[src/rtl/multi_input_conditioner.sv]
// multi_input_conditioner
//   Multi-channel input conditioner. Each channel synchronises an
//   asynchronous input into the clk domain, debounces it with a stability
//   counter, emits one-cycle rising/falling edge pulses and keeps a sticky
//   edge-pending flag that a slower consumer clears with ack.
//
// Parameters
//   CHANNELS      : number of independent channels (>=1)
//   SYNC_STAGES   : flip-flops per synchroniser chain (>=2)
//   COUNTER_WIDTH : debounce counter width
//   WAIT_TIME     : consecutive differing synchronised cycles before the
//                   conditioned level follows (1..2**COUNTER_WIDTH)
//
// Ports
//   clk          in  1        : system clock, rising-edge active
//   reset        in  1        : synchronous, active-high, clears all state
//   noisysignal  in  CHANNELS : raw asynchronous inputs
//   ack          in  CHANNELS : clears the matching edge_pending bit
//   conditioned  out CHANNELS : debounced, synchronised level
//   positiveedge out CHANNELS : one-cycle pulse on conditioned 0->1
//   negativeedge out CHANNELS : one-cycle pulse on conditioned 1->0
//   edge_pending out CHANNELS : sticky edge flag, cleared by ack
//   any_pending  out 1        : OR of edge_pending
module multi_input_conditioner #(
  parameter int CHANNELS      = 4,
  parameter int SYNC_STAGES   = 2,
  parameter int COUNTER_WIDTH = 3,
  parameter int WAIT_TIME     = 3
) (
  input  logic                clk,
  input  logic                reset,
  input  logic [CHANNELS-1:0] noisysignal,
  input  logic [CHANNELS-1:0] ack,
  output logic [CHANNELS-1:0] conditioned,
  output logic [CHANNELS-1:0] positiveedge,
  output logic [CHANNELS-1:0] negativeedge,
  output logic [CHANNELS-1:0] edge_pending,
  output logic                any_pending
);

  // Terminal count: the counter wraps to zero on the cycle the level is taken.
  localparam logic [COUNTER_WIDTH-1:0] LP_CNT_MAX  = COUNTER_WIDTH'(WAIT_TIME - 1);
  localparam logic [COUNTER_WIDTH-1:0] LP_CNT_ONE  = COUNTER_WIDTH'(1);
  localparam logic [COUNTER_WIDTH-1:0] LP_CNT_ZERO = {COUNTER_WIDTH{1'b0}};
  localparam logic [CHANNELS-1:0]      LP_CH_ZERO  = {CHANNELS{1'b0}};

  logic [CHANNELS-1:0]      r_sync [SYNC_STAGES];
  logic [COUNTER_WIDTH-1:0] r_cnt  [CHANNELS];
  logic [CHANNELS-1:0]      r_cond;
  logic [CHANNELS-1:0]      r_pos;
  logic [CHANNELS-1:0]      r_neg;
  logic [CHANNELS-1:0]      r_pend;
  logic                     r_any;

  logic [CHANNELS-1:0]      w_sync;
  logic [COUNTER_WIDTH-1:0] w_cnt_nxt [CHANNELS];
  logic [CHANNELS-1:0]      w_cond_nxt;
  logic [CHANNELS-1:0]      w_pos_nxt;
  logic [CHANNELS-1:0]      w_neg_nxt;
  logic [CHANNELS-1:0]      w_pend_nxt;
  logic                     w_any_nxt;

  assign w_sync = r_sync[SYNC_STAGES-1];

  // Debounce next-state: count cycles where the synchronised input disagrees
  // with the conditioned level; any agreement restarts the count.
  always_comb begin
    w_cond_nxt = r_cond;
    for (int i = 0; i < CHANNELS; i++) begin
      w_cnt_nxt[i] = r_cnt[i];
      if (w_sync[i] == r_cond[i]) begin
        w_cnt_nxt[i] = LP_CNT_ZERO;
      end else if (r_cnt[i] == LP_CNT_MAX) begin
        w_cond_nxt[i] = w_sync[i];
        w_cnt_nxt[i]  = LP_CNT_ZERO;
      end else begin
        w_cnt_nxt[i] = r_cnt[i] + LP_CNT_ONE;
      end
    end
  end

  // Edge and pending next-state: a new edge beats a simultaneous ack.
  always_comb begin
    w_pos_nxt  = w_cond_nxt & ~r_cond;
    w_neg_nxt  = ~w_cond_nxt & r_cond;
    w_pend_nxt = w_pos_nxt | w_neg_nxt | (r_pend & ~ack);
    w_any_nxt  = |w_pend_nxt;
  end

  // Synchroniser chains.
  always_ff @(posedge clk) begin
    if (reset) begin
      for (int s = 0; s < SYNC_STAGES; s++) begin
        r_sync[s] <= LP_CH_ZERO;
      end
    end else begin
      r_sync[0] <= noisysignal;
      for (int s = 1; s < SYNC_STAGES; s++) begin
        r_sync[s] <= r_sync[s-1];
      end
    end
  end

  // Debounce counters, conditioned level, pulses and pending flags.
  always_ff @(posedge clk) begin
    if (reset) begin
      for (int i = 0; i < CHANNELS; i++) begin
        r_cnt[i] <= LP_CNT_ZERO;
      end
      r_cond <= LP_CH_ZERO;
      r_pos  <= LP_CH_ZERO;
      r_neg  <= LP_CH_ZERO;
      r_pend <= LP_CH_ZERO;
      r_any  <= 1'b0;
    end else begin
      for (int i = 0; i < CHANNELS; i++) begin
        r_cnt[i] <= w_cnt_nxt[i];
      end
      r_cond <= w_cond_nxt;
      r_pos  <= w_pos_nxt;
      r_neg  <= w_neg_nxt;
      r_pend <= w_pend_nxt;
      r_any  <= w_any_nxt;
    end
  end

  assign conditioned  = r_cond;
  assign positiveedge = r_pos;
  assign negativeedge = r_neg;
  assign edge_pending = r_pend;
  assign any_pending  = r_any;

endmodule

[config.mk]
export PLATFORM = sky130hd
export DESIGN_NAME = multi_input_conditioner
export DESIGN_NICKNAME = d
export VERILOG_FILES = /design/src/rtl/multi_input_conditioner.sv
export SDC_FILE = /design/constraint.sdc
export NUM_CORES = 1
export LEC_CHECK = 0
export ABC_AREA = 1
export BUFFER_PORTS_ARGS = -buffer_cell sky130_fd_sc_hd__buf_4
export CAP_MARGIN = 30
export CORE_MARGIN = 2
export CORE_UTILIZATION = 28
export DETAILED_ROUTE_END_ITERATION = 6
export SYNTH_ARGS = -nofsm -noshare
export SYNTH_HDL_FRONTEND = slang
export SYNTH_SLANG_ARGS = --single-unit
[constraint.sdc]
create_clock -name clk -period 1.5 [get_ports clk]
set_input_delay 0.075 -clock clk [delete_from_list [all_inputs] [get_ports clk]]
set_output_delay 0.075 -clock clk [all_outputs]
set_load 0.01 [all_outputs]
# ---- Word-level counts from Yosys, hierarchy flattened
# Memories as Yosys holds them, arrays and structs flattened.
# Cells that the tools add are included.
dict set report totals {
  word_cells 59
  inputBits 10
  ram_bits 20
  regBits 17
  out_inout_bits 17
  memories 2
}
dict set report op_classes {
  n_addsub 4
  eq_ne 8
  n_reduce_logical 1
  n_mux 25
  bitwise_logic 14
}
# name depth word_bits rd rd_clocked_by_memory_dff wr line_no
set mem_list {}
lappend mem_list {r_cnt 4 3 4 0 4 48} ;# logic [COUNTER_WIDTH-1:0] r_cnt [CHANNELS];
lappend mem_list {r_sync 2 4 2 0 2 47} ;# logic [CHANNELS-1:0] r_sync [SYNC_STAGES];
# operator n
set op_table {}
lappend op_table {{two-way mux 3 bit} 12}
lappend op_table {{adder 3 x 1 -> 3 bit, second input constant} 4}
lappend op_table {{bitwise AND 4 bit} 3}
lappend op_table {{== test 3 x 2 -> 1 bit, second input constant} 4}
lappend op_table {{NOT 4 bit} 3}
lappend op_table {{two-way mux 1 bit} 11}
lappend op_table {{two-way mux 4 bit} 2}
lappend op_table {{bitwise OR 4 bit} 2}
lappend op_table {{bitwise OR 1 bit} 6}
lappend op_table {{== test 1 bit} 4}
lappend op_table {{OR reduction 4 bit} 1}

# ---- Logic depth before layout (Yosys ltp)
dict set report logic_depth {
  depth_word 8
  depth_mapped 9
  mapped_depth_nobuf 9
}

# ---- Worst setup path after synthesis
# No wires, ideal clock.
dict set report synth_timing {
  path_kind {reg2reg}
  start {memory r_cnt[1][0]}
  end {register r_any (netlist: any_pending)}
  required_time_ps 1430
  n_path_buf 0
  arrival_time_ps 1255
  path_slack_ps 175
  stages_incl_launch_ff 10
  cell_sequence {dfxtp_1 -> inv_1 -> ha_1 -> nand2_4 -> nand2_1 -> o21ai_2 -> ha_1 -> nand2_1 -> nor2_1 -> a21oi_1}
}
# item line_no
set synth_rtl {}
lappend synth_rtl {{start: declaration} 48}
lappend synth_rtl {{end signal: assignment} 123} ;# r_any <= w_any_nxt;
lappend synth_rtl {{end: declaration} 53} ;# logic r_any;

==> results.json <==
{
  "cp-end-kind": "register",
  "yosysWarnings": 0,
  "hold_viol_final": 0,
  "clock_skew_ps": 7.00,
  "placed_area_mm2": 0.00180,
  "worst_slack_ps": 91.8,
  "ir_worst_vdd_uv": 484,
  "syn_inst": 172,
  "start_util_pct": 29.4,
  "cts.root.buffer_cell": "clkbuf_8",
  "hp-class": "input pin to register",
  "final-setup-viol-count": 0,
  "grt_pass1_wl_mm": 4.03,
  "worst_pin_slew_ps": 216,
  "seq_area_frac_synth_pct": 48.4,
  "place_ws_ps": 45.1,
  "worstSetupStartpointType": "register",
  "dp_cells": 266,
  "dieArea_mm2": 0.00607,
  "fp.dieH_um": 77.9,
  "synth_seq_cells": 37,
  "insertedDiodeCount": 0,
  "worstSetupPathType": "register to register",
  "num_vias": 1058,
  "global_route.usage.total_pct": 8.51,
  "fmax_mhz": 710,
  "synth_area_leaders": "dfxtp_1 (48%), ha_1 (13%), inv_1 (7.8%)",
  "clock-sinks": 37,
  "syn_to_final_growth_pct": 28.2,
  "slew_violations": 0,
  "io_pins": 27,
  "finalNetCount": 234,
  "min_period_ps": 1410,
  "drt_first_pass_iters": 4,
  "grt_pass1_vias": 921,
  "antenna_found_initial": 0,
  "whs_ps": 57.0,
  "wl_per_cell_um": 8.79,
  "synthDistinctLibCells": 17,
  "required_ps": 1720,
  "num_rows": 26,
  "relSlewSlack_pct": 85.6,
  "detail-route-antenna-nets": 0,
  "synth_most_common_cell": "dfxtp_1",
  "drc": 0,
  "clk_path_buf_depth": 2,
  "grt_overflow": 0,
  "synth_area_per_cell_um2": 8.90,
  "yosys-top-cells-count": "dfxtp_1 (37), inv_1 (32), nor2_1 (30)",
  "grt_max_degree": 17,
  "drt_iter0_markers": 24,
  "async_flop_share_pct": 0,
  "fp.dieW_um": 77.9,
  "clock_latency_ps": 290,
  "power_density_mw_per_mm2": 907,
  "drive_gt1_share_pct": 33.2,
  "place_hpwl_mm": 1.80,
  "syn_nets": 198,
  "h-tree-depth": 2,
  "p_leak_nw": 0.865,
  "fin_area_mm2": 0.00196,
  "yosys.area.top_type": "dfxtp_1",
  "fin_cells": 278,
  "numCtsBuffers": 5,
  "cp_data_arrival_time_ps": 1620,
  "io_buffer_count": 26,
  "crit_fanout": 3,
  "period_share_pct": 93.9,
  "synth_area_mm2": 0.00153,
  "vias_per_cell": 3.81,
  "power_mw": 1.78,
  "yosysTopAreaCellShare_pct": 48.4,
  "yosys_most_used_dff": "dfxtp_1",
  "clk_pin_slew_ps": 80,
  "synth_edf_count": 0,
  "cts_tree": "yes",
  "routed_wl_mm": 2.44,
  "gp_congestion": 0.731,
  "maxCapViolCount": 0,
  "core_mm2": 0.00520,
  "outcome": "finished clean"
}
## layout make-up
type | instances | area (um^2)
clock inverter | 1 | 7.51
fill | 545 | 3240
clock buffer | 6 | 82.6
timing repair buffer | 32 | 250
multi-input combinational | 91 | 633
sequential | 37 | 746
tap | 70 | 87.6
inverter | 41 | 155
## sequential cells by signal, indices dropped and copies added, names as in the netlist
register,cells
negativeedge,4
positiveedge,4
edge_pending,4
any_pending,1
r_cnt,12
r_sync,8
conditioned,4
## power breakdown
group | total [mW] | internal [mW] | leakage [nW] | switching [mW]
Combinational | 0.0728 | 0.0358 | 0.520 | 0.0370
Sequential | 1.00 | 0.996 | 0.302 | 0.00572
Clock | 0.705 | 0.363 | 0.0433 | 0.342
## cell usage in the layout, fill, tap and decap left out, drive strengths merged
master	netlist	layout
a21oi	5	5
buf	3	28
clkbuf	0	6
clkinv	1	1
clkinvlp	0	1
dfxtp	37	37
dlygate4sd3	0	4
ha	16	16
inv	40	40
nand2	24	24
nand4	4	4
nor2	34	34
o21ai	4	4
xnor2	4	4
## timing repair
action	CTS	global route
endpoints found under the hold margin	4	0
hold buffers	4	0
buffers inserted	0	1
endpoints found under the setup margin	0	1
resized for setup	0	7
## critical path, stage by stage (launching register included)
cell and delay [ps]:
dfxtp_2 330, inv_1 40, ha_1 210, nand2_4 100, nand2_2 70, o21ai_4 90, ha_4 230, nand2_1 70
nor2_1 50, a21oi_1 140
## metrics by stage
stage / TNS [ps] / util, %
4_1_cts: 0 / 37.0
2_1_floorplan: 0 / -
6_report: 0 / 37.7
5_1_grt: -15.2 / 37.7
3_5_place_dp: 0 / 34.5
3_3_place_gp: 0 / 34.5
## path summary, 6_finish.rpt
check | end | start | slack, ps | cells past startpoint
setup / recovery | any_pending | r_cnt[0][0] | 90 | 9
hold / removal | edge_pending[0] | ack[0] | 60 | 4
setup reg to reg | any_pending | r_cnt[0][0] | 90 | 9
hold reg to reg | r_sync[0][4] | r_sync[0][0] | 400 | 2
## layer usage
layer | wire length [um] | track usage [%] | share of wire, % | up-vias
met5 | 0 | 0 | 0 | -
met4 | 30 | 3.68 | 1.2 | 0
met1 | 1200 | 10.8 | 49 | 463
met2 | 1090 | 12.3 | 45 | 20
met3 | 127 | 3.95 | 5.2 | 4
li1 | - | - | - | 571
## logic make-up after synthesis
kind of cell	after synthesis	share of synthesized area (%)
simple gates	62	20.6
buf+inv	44	11.7
flops	37	48.4
compound gates	9	3.92
xor+xnor	4	2.29
fa+ha+maj	16	13.1
No activity file was read; power rests on OpenSTA's default activity.
